$ cat config.mk
export PLATFORM = sky130hd
export DESIGN_NAME = bus_xfer_sequencer
export DESIGN_NICKNAME = d
export VERILOG_FILES = /design/src/rtl/bus_xfer_sequencer.sv
export SDC_FILE = /design/constraint.sdc
export NUM_CORES = 1
export LEC_CHECK = 0
export CORE_MARGIN = 2
export CORE_UTILIZATION = 44
export DETAILED_ROUTE_END_ITERATION = 10
export PLACE_DENSITY = 0.76
export SYNTH_ARGS = -nofsm -noshare
export SYNTH_HDL_FRONTEND = slang
export SYNTH_SLANG_ARGS = --single-unit
$ cat constraint.sdc
create_clock -name clk -period 2.62 [get_ports clk]
set_clock_uncertainty 0.15 [all_clocks]
set_input_delay 0.524 -clock clk [delete_from_list [all_inputs] [get_ports clk]]
set_output_delay 0.524 -clock clk [all_outputs]
set_load 0.02 [all_outputs]
$ cat src/rtl/bus_xfer_sequencer.sv
// Register-latch bus initiator: turns one (src, dst) transfer request into registered oe/latch/setvalue strobes.
// Optional one-entry request buffer enabled by defining BUSSEQ_QUEUE_EN.
module bus_xfer_sequencer #(
    parameter int NSRC   = 8,
    parameter int NDST   = 8,
    parameter int SW     = 3,
    parameter int DW     = 3,
    parameter int SETTLE = 1,
    parameter int HOLD   = 1
) (
    input  logic            clk,
    input  logic            reset,
    input  logic            req,
    input  logic [SW-1:0]   src,
    input  logic [DW-1:0]   dst,
    input  logic            set4000,
    output logic            ready,
    output logic            busy,
    output logic            done,
    output logic [NSRC-1:0] oe,
    output logic [NDST-1:0] latch,
    output logic            setvalue
);

    localparam int MAXC = (SETTLE > HOLD) ? SETTLE : HOLD;
    localparam int CW   = $clog2(MAXC) + 1;

    typedef enum logic [1:0] {
        ST_IDLE   = 2'd0,
        ST_DRIVE  = 2'd1,
        ST_STROBE = 2'd2,
        ST_GAP    = 2'd3
    } state_t;

    state_t          state_q, state_d;
    logic [CW-1:0]   cnt_q, cnt_d;
    logic [SW-1:0]   src_q, src_d;
    logic [DW-1:0]   dst_q, dst_d;
    logic            set_q, set_d;
    logic [NSRC-1:0] oe_q, oe_d;
    logic [NDST-1:0] latch_q, latch_d;
    logic            setvalue_q, setvalue_d;
    logic            done_q, done_d;
    logic            busy_q, busy_d;
    logic            ready_q, ready_d;
    logic            accept_s;
`ifdef BUSSEQ_QUEUE_EN
    logic [SW-1:0]   bsrc_q, bsrc_d;
    logic [DW-1:0]   bdst_q, bdst_d;
    logic            bset_q, bset_d;
    logic            bvld_q, bvld_d;
    logic            take_req_s;
`endif

    // Out-of-range indices decode to all-zero, so nothing drives or latches.
    function automatic logic [NSRC-1:0] dec_src(input logic [SW-1:0] idx);
        dec_src = '0;
        for (int i = 0; i < NSRC; i++) begin
            dec_src[i] = (int'(idx) == i);
        end
    endfunction

    function automatic logic [NDST-1:0] dec_dst(input logic [DW-1:0] idx);
        dec_dst = '0;
        for (int i = 0; i < NDST; i++) begin
            dec_dst[i] = (int'(idx) == i);
        end
    endfunction

    // Next-state, transfer capture and strobe decode (outputs decoded from the next state).
    always_comb begin
        state_d  = state_q;
        cnt_d    = cnt_q;
        src_d    = src_q;
        dst_d    = dst_q;
        set_d    = set_q;
        accept_s = req & ready_q;
`ifdef BUSSEQ_QUEUE_EN
        bsrc_d     = bsrc_q;
        bdst_d     = bdst_q;
        bset_d     = bset_q;
        bvld_d     = bvld_q;
        take_req_s = 1'b0;
`endif
        case (state_q)
            ST_IDLE, ST_GAP: begin
`ifdef BUSSEQ_QUEUE_EN
                if (bvld_q) begin
                    src_d   = bsrc_q;
                    dst_d   = bdst_q;
                    set_d   = bset_q;
                    bvld_d  = 1'b0;
                    state_d = ST_DRIVE;
                    cnt_d   = CW'(SETTLE - 1);
                end else if (accept_s) begin
                    take_req_s = 1'b1;
                    src_d      = src;
                    dst_d      = dst;
                    set_d      = set4000;
                    state_d    = ST_DRIVE;
                    cnt_d      = CW'(SETTLE - 1);
                end else begin
                    state_d = ST_IDLE;
                end
`else
                if (accept_s) begin
                    src_d   = src;
                    dst_d   = dst;
                    set_d   = set4000;
                    state_d = ST_DRIVE;
                    cnt_d   = CW'(SETTLE - 1);
                end else begin
                    state_d = ST_IDLE;
                end
`endif
            end
            ST_DRIVE: begin
                if (cnt_q == {CW{1'b0}}) begin
                    state_d = ST_STROBE;
                    cnt_d   = CW'(HOLD - 1);
                end else begin
                    cnt_d = cnt_q - {{(CW-1){1'b0}}, 1'b1};
                end
            end
            ST_STROBE: begin
                if (cnt_q == {CW{1'b0}}) begin
                    state_d = ST_GAP;
                    cnt_d   = {CW{1'b0}};
                end else begin
                    cnt_d = cnt_q - {{(CW-1){1'b0}}, 1'b1};
                end
            end
            default: begin
                state_d = ST_IDLE;
                cnt_d   = {CW{1'b0}};
            end
        endcase

`ifdef BUSSEQ_QUEUE_EN
        // A request not launched directly waits in the buffer; launches always drain the buffer first.
        if (accept_s && !take_req_s) begin
            bvld_d = 1'b1;
            bsrc_d = src;
            bdst_d = dst;
            bset_d = set4000;
        end else begin
            bvld_d = bvld_d;
        end
        ready_d = ~bvld_d;
`else
        ready_d = (state_d == ST_IDLE);
`endif

        if ((state_d == ST_DRIVE) || (state_d == ST_STROBE)) begin
            oe_d       = set_d ? {NSRC{1'b0}} : dec_src(src_d);
            setvalue_d = set_d;
        end else begin
            oe_d       = {NSRC{1'b0}};
            setvalue_d = 1'b0;
        end
        latch_d = (state_d == ST_STROBE) ? dec_dst(dst_d) : {NDST{1'b0}};
        done_d  = (state_d == ST_GAP);
        busy_d  = (state_d != ST_IDLE);
    end

    // State and registered strobes; reset aborts any transfer immediately.
    always_ff @(posedge clk) begin
        if (reset) begin
            state_q    <= ST_IDLE;
            cnt_q      <= {CW{1'b0}};
            src_q      <= {SW{1'b0}};
            dst_q      <= {DW{1'b0}};
            set_q      <= 1'b0;
            oe_q       <= {NSRC{1'b0}};
            latch_q    <= {NDST{1'b0}};
            setvalue_q <= 1'b0;
            done_q     <= 1'b0;
            busy_q     <= 1'b0;
            ready_q    <= 1'b1;
        end else begin
            state_q    <= state_d;
            cnt_q      <= cnt_d;
            src_q      <= src_d;
            dst_q      <= dst_d;
            set_q      <= set_d;
            oe_q       <= oe_d;
            latch_q    <= latch_d;
            setvalue_q <= setvalue_d;
            done_q     <= done_d;
            busy_q     <= busy_d;
            ready_q    <= ready_d;
        end
    end

`ifdef BUSSEQ_QUEUE_EN
    // One-entry request buffer.
    always_ff @(posedge clk) begin
        if (reset) begin
            bsrc_q <= {SW{1'b0}};
            bdst_q <= {DW{1'b0}};
            bset_q <= 1'b0;
            bvld_q <= 1'b0;
        end else begin
            bsrc_q <= bsrc_d;
            bdst_q <= bdst_d;
            bset_q <= bset_d;
            bvld_q <= bvld_d;
        end
    end
`endif

    assign ready    = ready_q;
    assign busy     = busy_q;
    assign done     = done_q;
    assign oe       = oe_q;
    assign latch    = latch_q;
    assign setvalue = setvalue_q;

endmodule

* Yosys cells after proc, flatten, opt, wreduce, memory -nomap -nowiden
Index checks and enable logic that the tools add are counted.
** Word-level totals
- Bits in registers :: 30
- Output and inout port bits :: 20
- Logic and storage cells :: 60
** Operators by class
- Add/sub/neg operators :: 1
- Equality and inequality tests :: 21
- Mux-type cells :: 13
- Bitwise logic cells :: 3
- Reduce and logical (&&, ||, !) cells :: 11
** Operators with widths (count)
- $eq A3 B3 Y1 const B :: 8
- $eq A3 B2 Y1 const B :: 4
- $mux W3 :: 4
- $eq A2 B2 Y1 const B :: 4
- $reduce_or A2 Y1 :: 4
- $eq A3 B1 Y1 const B :: 2
- $logic_not A3 Y1 :: 2
- $pmux W2 S3 :: 1
- $mux W1 :: 5
- $eq A2 B1 Y1 const B :: 2
- $logic_not A2 Y1 :: 2
- $mux W2 :: 2
- $reduce_or A3 Y1 :: 1
- $ne A2 B2 Y1 const B :: 1
- $not A1 Y1 :: 2
- $pmux W1 S2 :: 1
- $reduce_bool A2 Y1 :: 1
- $and A1 B1 Y1 :: 1
- $logic_or A1 B1 Y1 :: 1
- $sub A1 B1 Y1 const B :: 1

* Depth between registers and ports, before layout
- Depth in word-level cells :: 7
- Depth in mapped cells :: 6
- Gate-level depth less buffers :: 5

* Worst setup path before layout
Ideal clock, no wire load.
- Path type :: register -> register
- Start :: register state_q[0]
- End :: register oe_q[0] (netlist: oe[0])
- Library setup time :: 0.092 ns
- Arrival time :: 1.616 ns
- Required time :: 2.378 ns
- Path slack :: 0.762 ns
- Stages on the path, launching flop included :: 6
- Buffers on the path :: 0
- Period minus slack after synthesis :: 1.858 ns
- Cells stage by stage :: dfxtp_1 > inv_1 > ha_1 > or4_1 > o31a_2 > nor4_1
** Between the ends
- Longest elaborated chain between the ends :: 7
- Elaborated cells on any way between the ends :: 16
- Classes of those cells :: 5 x eq/ne; 5 x mux; 1 x bitwise; 5 x reduce/logical
** Ends and longest elaborated chain
- start, declared :: line 35 : state_t state_q, state_d;
- start signal, assigned :: line 181 : state_q <= state_d;
- $eq A2 B2 Y1 / $logic_not A2 Y1 (equally long branches) :: line 85 : case (state_q)
- $reduce_or A2 Y1 :: line 85
- $pmux W2 S3 :: line 85
- $eq A2 B1 Y1 / $eq A2 B2 Y1 (equally long branches) :: line 154 : if ((state_d == ST_DRIVE) || (state_d == ST_STROBE)) begin
- $logic_or A1 B1 Y1 :: line 154
- $not A1 Y1 (no line)
- $reduce_or A3 Y1 (no line)
- end signal, assigned :: line 174 : oe_q <= {NSRC{1'b0}};
- end, declared :: line 40 : logic [NSRC-1:0] oe_q, oe_d;
Parallel ways exist; a longest one is shown, timed or not.
A chain may end at the register's enable or synchronous reset.

* Worst setup path after layout
- Start :: register state_q[0]
- End :: register latch_q[5] (netlist: latch[5])
** Between the ends
- Longest elaborated chain between the ends :: 6
- Elaborated cells on any way between the ends :: 13
- Classes of those cells :: 5 x eq/ne; 4 x mux; 1 x bitwise; 3 x reduce/logical
** Ends and longest elaborated chain
- $eq A2 B2 Y1 / $logic_not A2 Y1 (equally long branches) :: line 85
- $reduce_or A2 Y1 :: line 85
- $pmux W2 S3 :: line 85
- $eq A2 B2 Y1 :: line 161 : latch_d = (state_d == ST_STROBE) ? dec_dst(dst_d) : {NDST{1'b0}};
- $not A1 Y1 (no line)
- $reduce_or A2 Y1 (no line)
- end signal, assigned :: line 175 : latch_q <= {NDST{1'b0}};
- end signal, assigned :: line 187 : latch_q <= latch_d;
- end, declared :: line 41 : logic [NDST-1:0] latch_q, latch_d;
Parallel ways exist; a longest one is shown, timed or not.

==> reports/metrics.yaml <==
fin_setup_tns_ns: 0
cts_buffers: 5
grt_pass1_vias: 807
clockBufferDepth: 2
synth.avg_cell_area_um2: 11.1
leakagePower_uw: 0.000540
cpMaxStageDelayCell: "ha_1"
final_core_util_pct: 67.8
grt_pass1_wl_um: 3420
worst_pin_slew_ns: 0.465
setup_viol: 0
drcViolationCount: 0
grt_setup_unrepaired: "no"
startpoint: "state_q[0]$_SDFF_PP0_"
post-route-period-util_pct: 79.6
worstSkewPairLatency_ns: 0.33
wire_per_inst_um: 12.4
cp_cell_sequence: "inv_1, ha_1, nand3_2, buf_4, mux2_2, nor4_1"
peakVddDrop_v: 0.000484
final_cells: 151
die_area_um2: 2600
grt_max_degree: 15
antenna_left: 0
ys_types: 22
core_area_um2: 2020
cts_max_level: 2
ios: 30
powerDensity_nw_per_um2: 737
ys_ff_latch: 29
rows: 16
period_minus_slack_ns: 2.09
r2r-start: "state_q[0]$_SDFF_PP0_"
worstSetupStartpointType: "register"
reg2regPathDepth: 6
synth_cells: 87
n_antenna_cell: 0
synth_nets: 99
cp.arrival_ns: 2.16
die_h_um: 50.9
criticalPathCategory: "register to register"
cts_tree: "yes"
min_path_cells: 2
clock_sinks: 29
avgViaCountPerCell: 5.06
cts-root-buf: "clkbuf_4"
drt-initial-drc-count: 14
timing.fmax_mhz: 480
fin_hold_ws_ns: 0.322
clkTransAtPathRegs_ns: 0.08
seq_area_frac_synth_pct: 59.9
drv_slew: 0
status: "finished, final reports clean"
dp.cells: 143
cp.required_ns: 2.70
detailed_place_hpwl_um: 1380
rrSetupSlack_ns: 0.53
hold_buffers: 0
mappedNetlistArea_um2: 970
antenna_found_initial: 0
cts-resized-gates: 0
start_util_pct: 48.0
yosys_warnings: 0
critPathMaxStageDelay_ns: 0.38
layout.nets: 135
maxCapViolCount: 0
post_cts_buffers: 0
io_buffers: 29
grtUsageTotal_pct: 17.8
timing.final.hold_violations: 0
drt_first_pass_iters: 4
end_kind: "register"
wl_um: 1870
slew_headroom_pct: 68.1
power_uw: 1010
drive_above_1_share_pct: 13.7
area_growth_pct: 41.3
hold_path_end: "set_q$_SDFF_PP0_"
die_w_um: 50.9
hp-start: "set_q$_SDFF_PP0_"
path_max_fanout: 8
r2r_end: "latch[5]$_SDFF_PP0_"
vias: 764
worstHoldPathType: "register to register"
gp_congestion: 0.818
grt.overflow.total: 0
[worst max-delay path: cells and delay by family (launching register included)]
kind | cells | cell delay, ns
AND/OR/NAND/NOR | 2 | 0.47
multiplexers | 1 | 0.38
adder cells (fa/ha/maj) | 1 | 0.38
flip-flops | 1 | 0.35
buffers and inverters | 2 | 0.26
[where the power goes]
part	switching, uW	leakage (uW)	internal [uW]
sequential	14.6	0.000236	472
clock	147	0.0000413	155
combinational	122	0.000262	98.4
[synth_stat cells]
master,count,area share [%]
dfxtp_1,29,60
nor4_1,12,7.7
nor2_1,8,3.1
mux2i_1,5,5.2
a21oi_1,4,2.1
mux2_2,4,4.6
nor3_1,4,2.1
inv_1,3,1.2
nand2_1,3,1.2
ha_1,2,2.6
nand2b_1,2,1.3
a211o_1,1,0.90
a21o_1,1,0.77
and4_1,1,0.90
buf_2,1,0.52
clkbuf_1,1,0.39
mux2_4,1,1.5
nand3_2,1,1.0
nand4_1,1,0.65
nor2b_1,1,0.65
o31a_2,1,1.0
or4_1,1,0.77
[sequential cells by signal, summed over array words and instances (netlist names)]
name	count
setvalue	1
src_q	3
state_q	2
ready	1
busy	1
oe	8
set_q	1
done	1
dst_q	3
latch	8
[how the worst max path moves through the flow]
stage | endpoint | depth (start not counted)
2_1_floorplan | oe[0]$_SDFF_PP0_ | 5
3_3_place_gp | latch[4]$_SDFF_PP0_ | 5
3_5_place_dp | latch[5]$_SDFF_PP0_ | 5
4_1_cts | latch[5]$_SDFF_PP0_ | 6
5_1_grt | latch[5]$_SDFF_PP0_ | 6
6_report | latch[5]$_SDFF_PP0_ | 6
[layout by cell type (no fill, tap or decap)]
master and count:
dfxtp_1 29, and4_1 1, nand2b_1 2, mux2_4 1, nor2b_1 1, nor4_1 12
clkbuf_4 5, a21oi_1 4, o31a_2 1, nand3_2 1, ha_1 2, nand2_1 3
nor2_1 8, clkinv_2 1, or4_1 1, a21o_1 1, clkbuf_8 2, mux2_2 4
clkdlybuf4s50_1 29, a211o_1 1, nor3_1 4, nand4_1 1, inv_1 3, buf_4 2
mux2i_1 5
[per-layer routing]
layer	vias up	track usage [%]	part of all wire, %	wire length (um)
met2	27	28.6	47	873
met4	0	10.8	2.9	54
li1	388	-	-	-
met3	7	4.97	6.5	122
met5	-	0	0	0
met1	342	20.9	44	821
[metrics by stage]
stage | instance area (um2) | setup slack, ns
after global placement | 1300 | 0.367
after detailed placement | 1300 | 0.257
after global routing | 1370 | 0.381
after floorplan | 970 | 0.762
final | 1370 | 0.535
after CTS | 1370 | 0.515
[kinds of logic after synthesis]
kind of cell / Yosys count / synth area share, %
DFF: 29 / 59.9
AOI/OAI and AO/OA: 7 / 4.77
muxes: 10 / 11.4
adders and majority gates: 2 / 2.58
and+or+nand+nor: 34 / 19.4
buffers and inverters: 5 / 2.06
[cell type report]
class,count,area (um2)
inverter,3,11.3
clock buffer,7,65.1
clock inverter,1,5.00
multi-input combinational,53,369
sequential,29,581
fill,176,652
tap,27,33.8
timing repair buffer,31,305
Power figures use the tool's default switching activity.
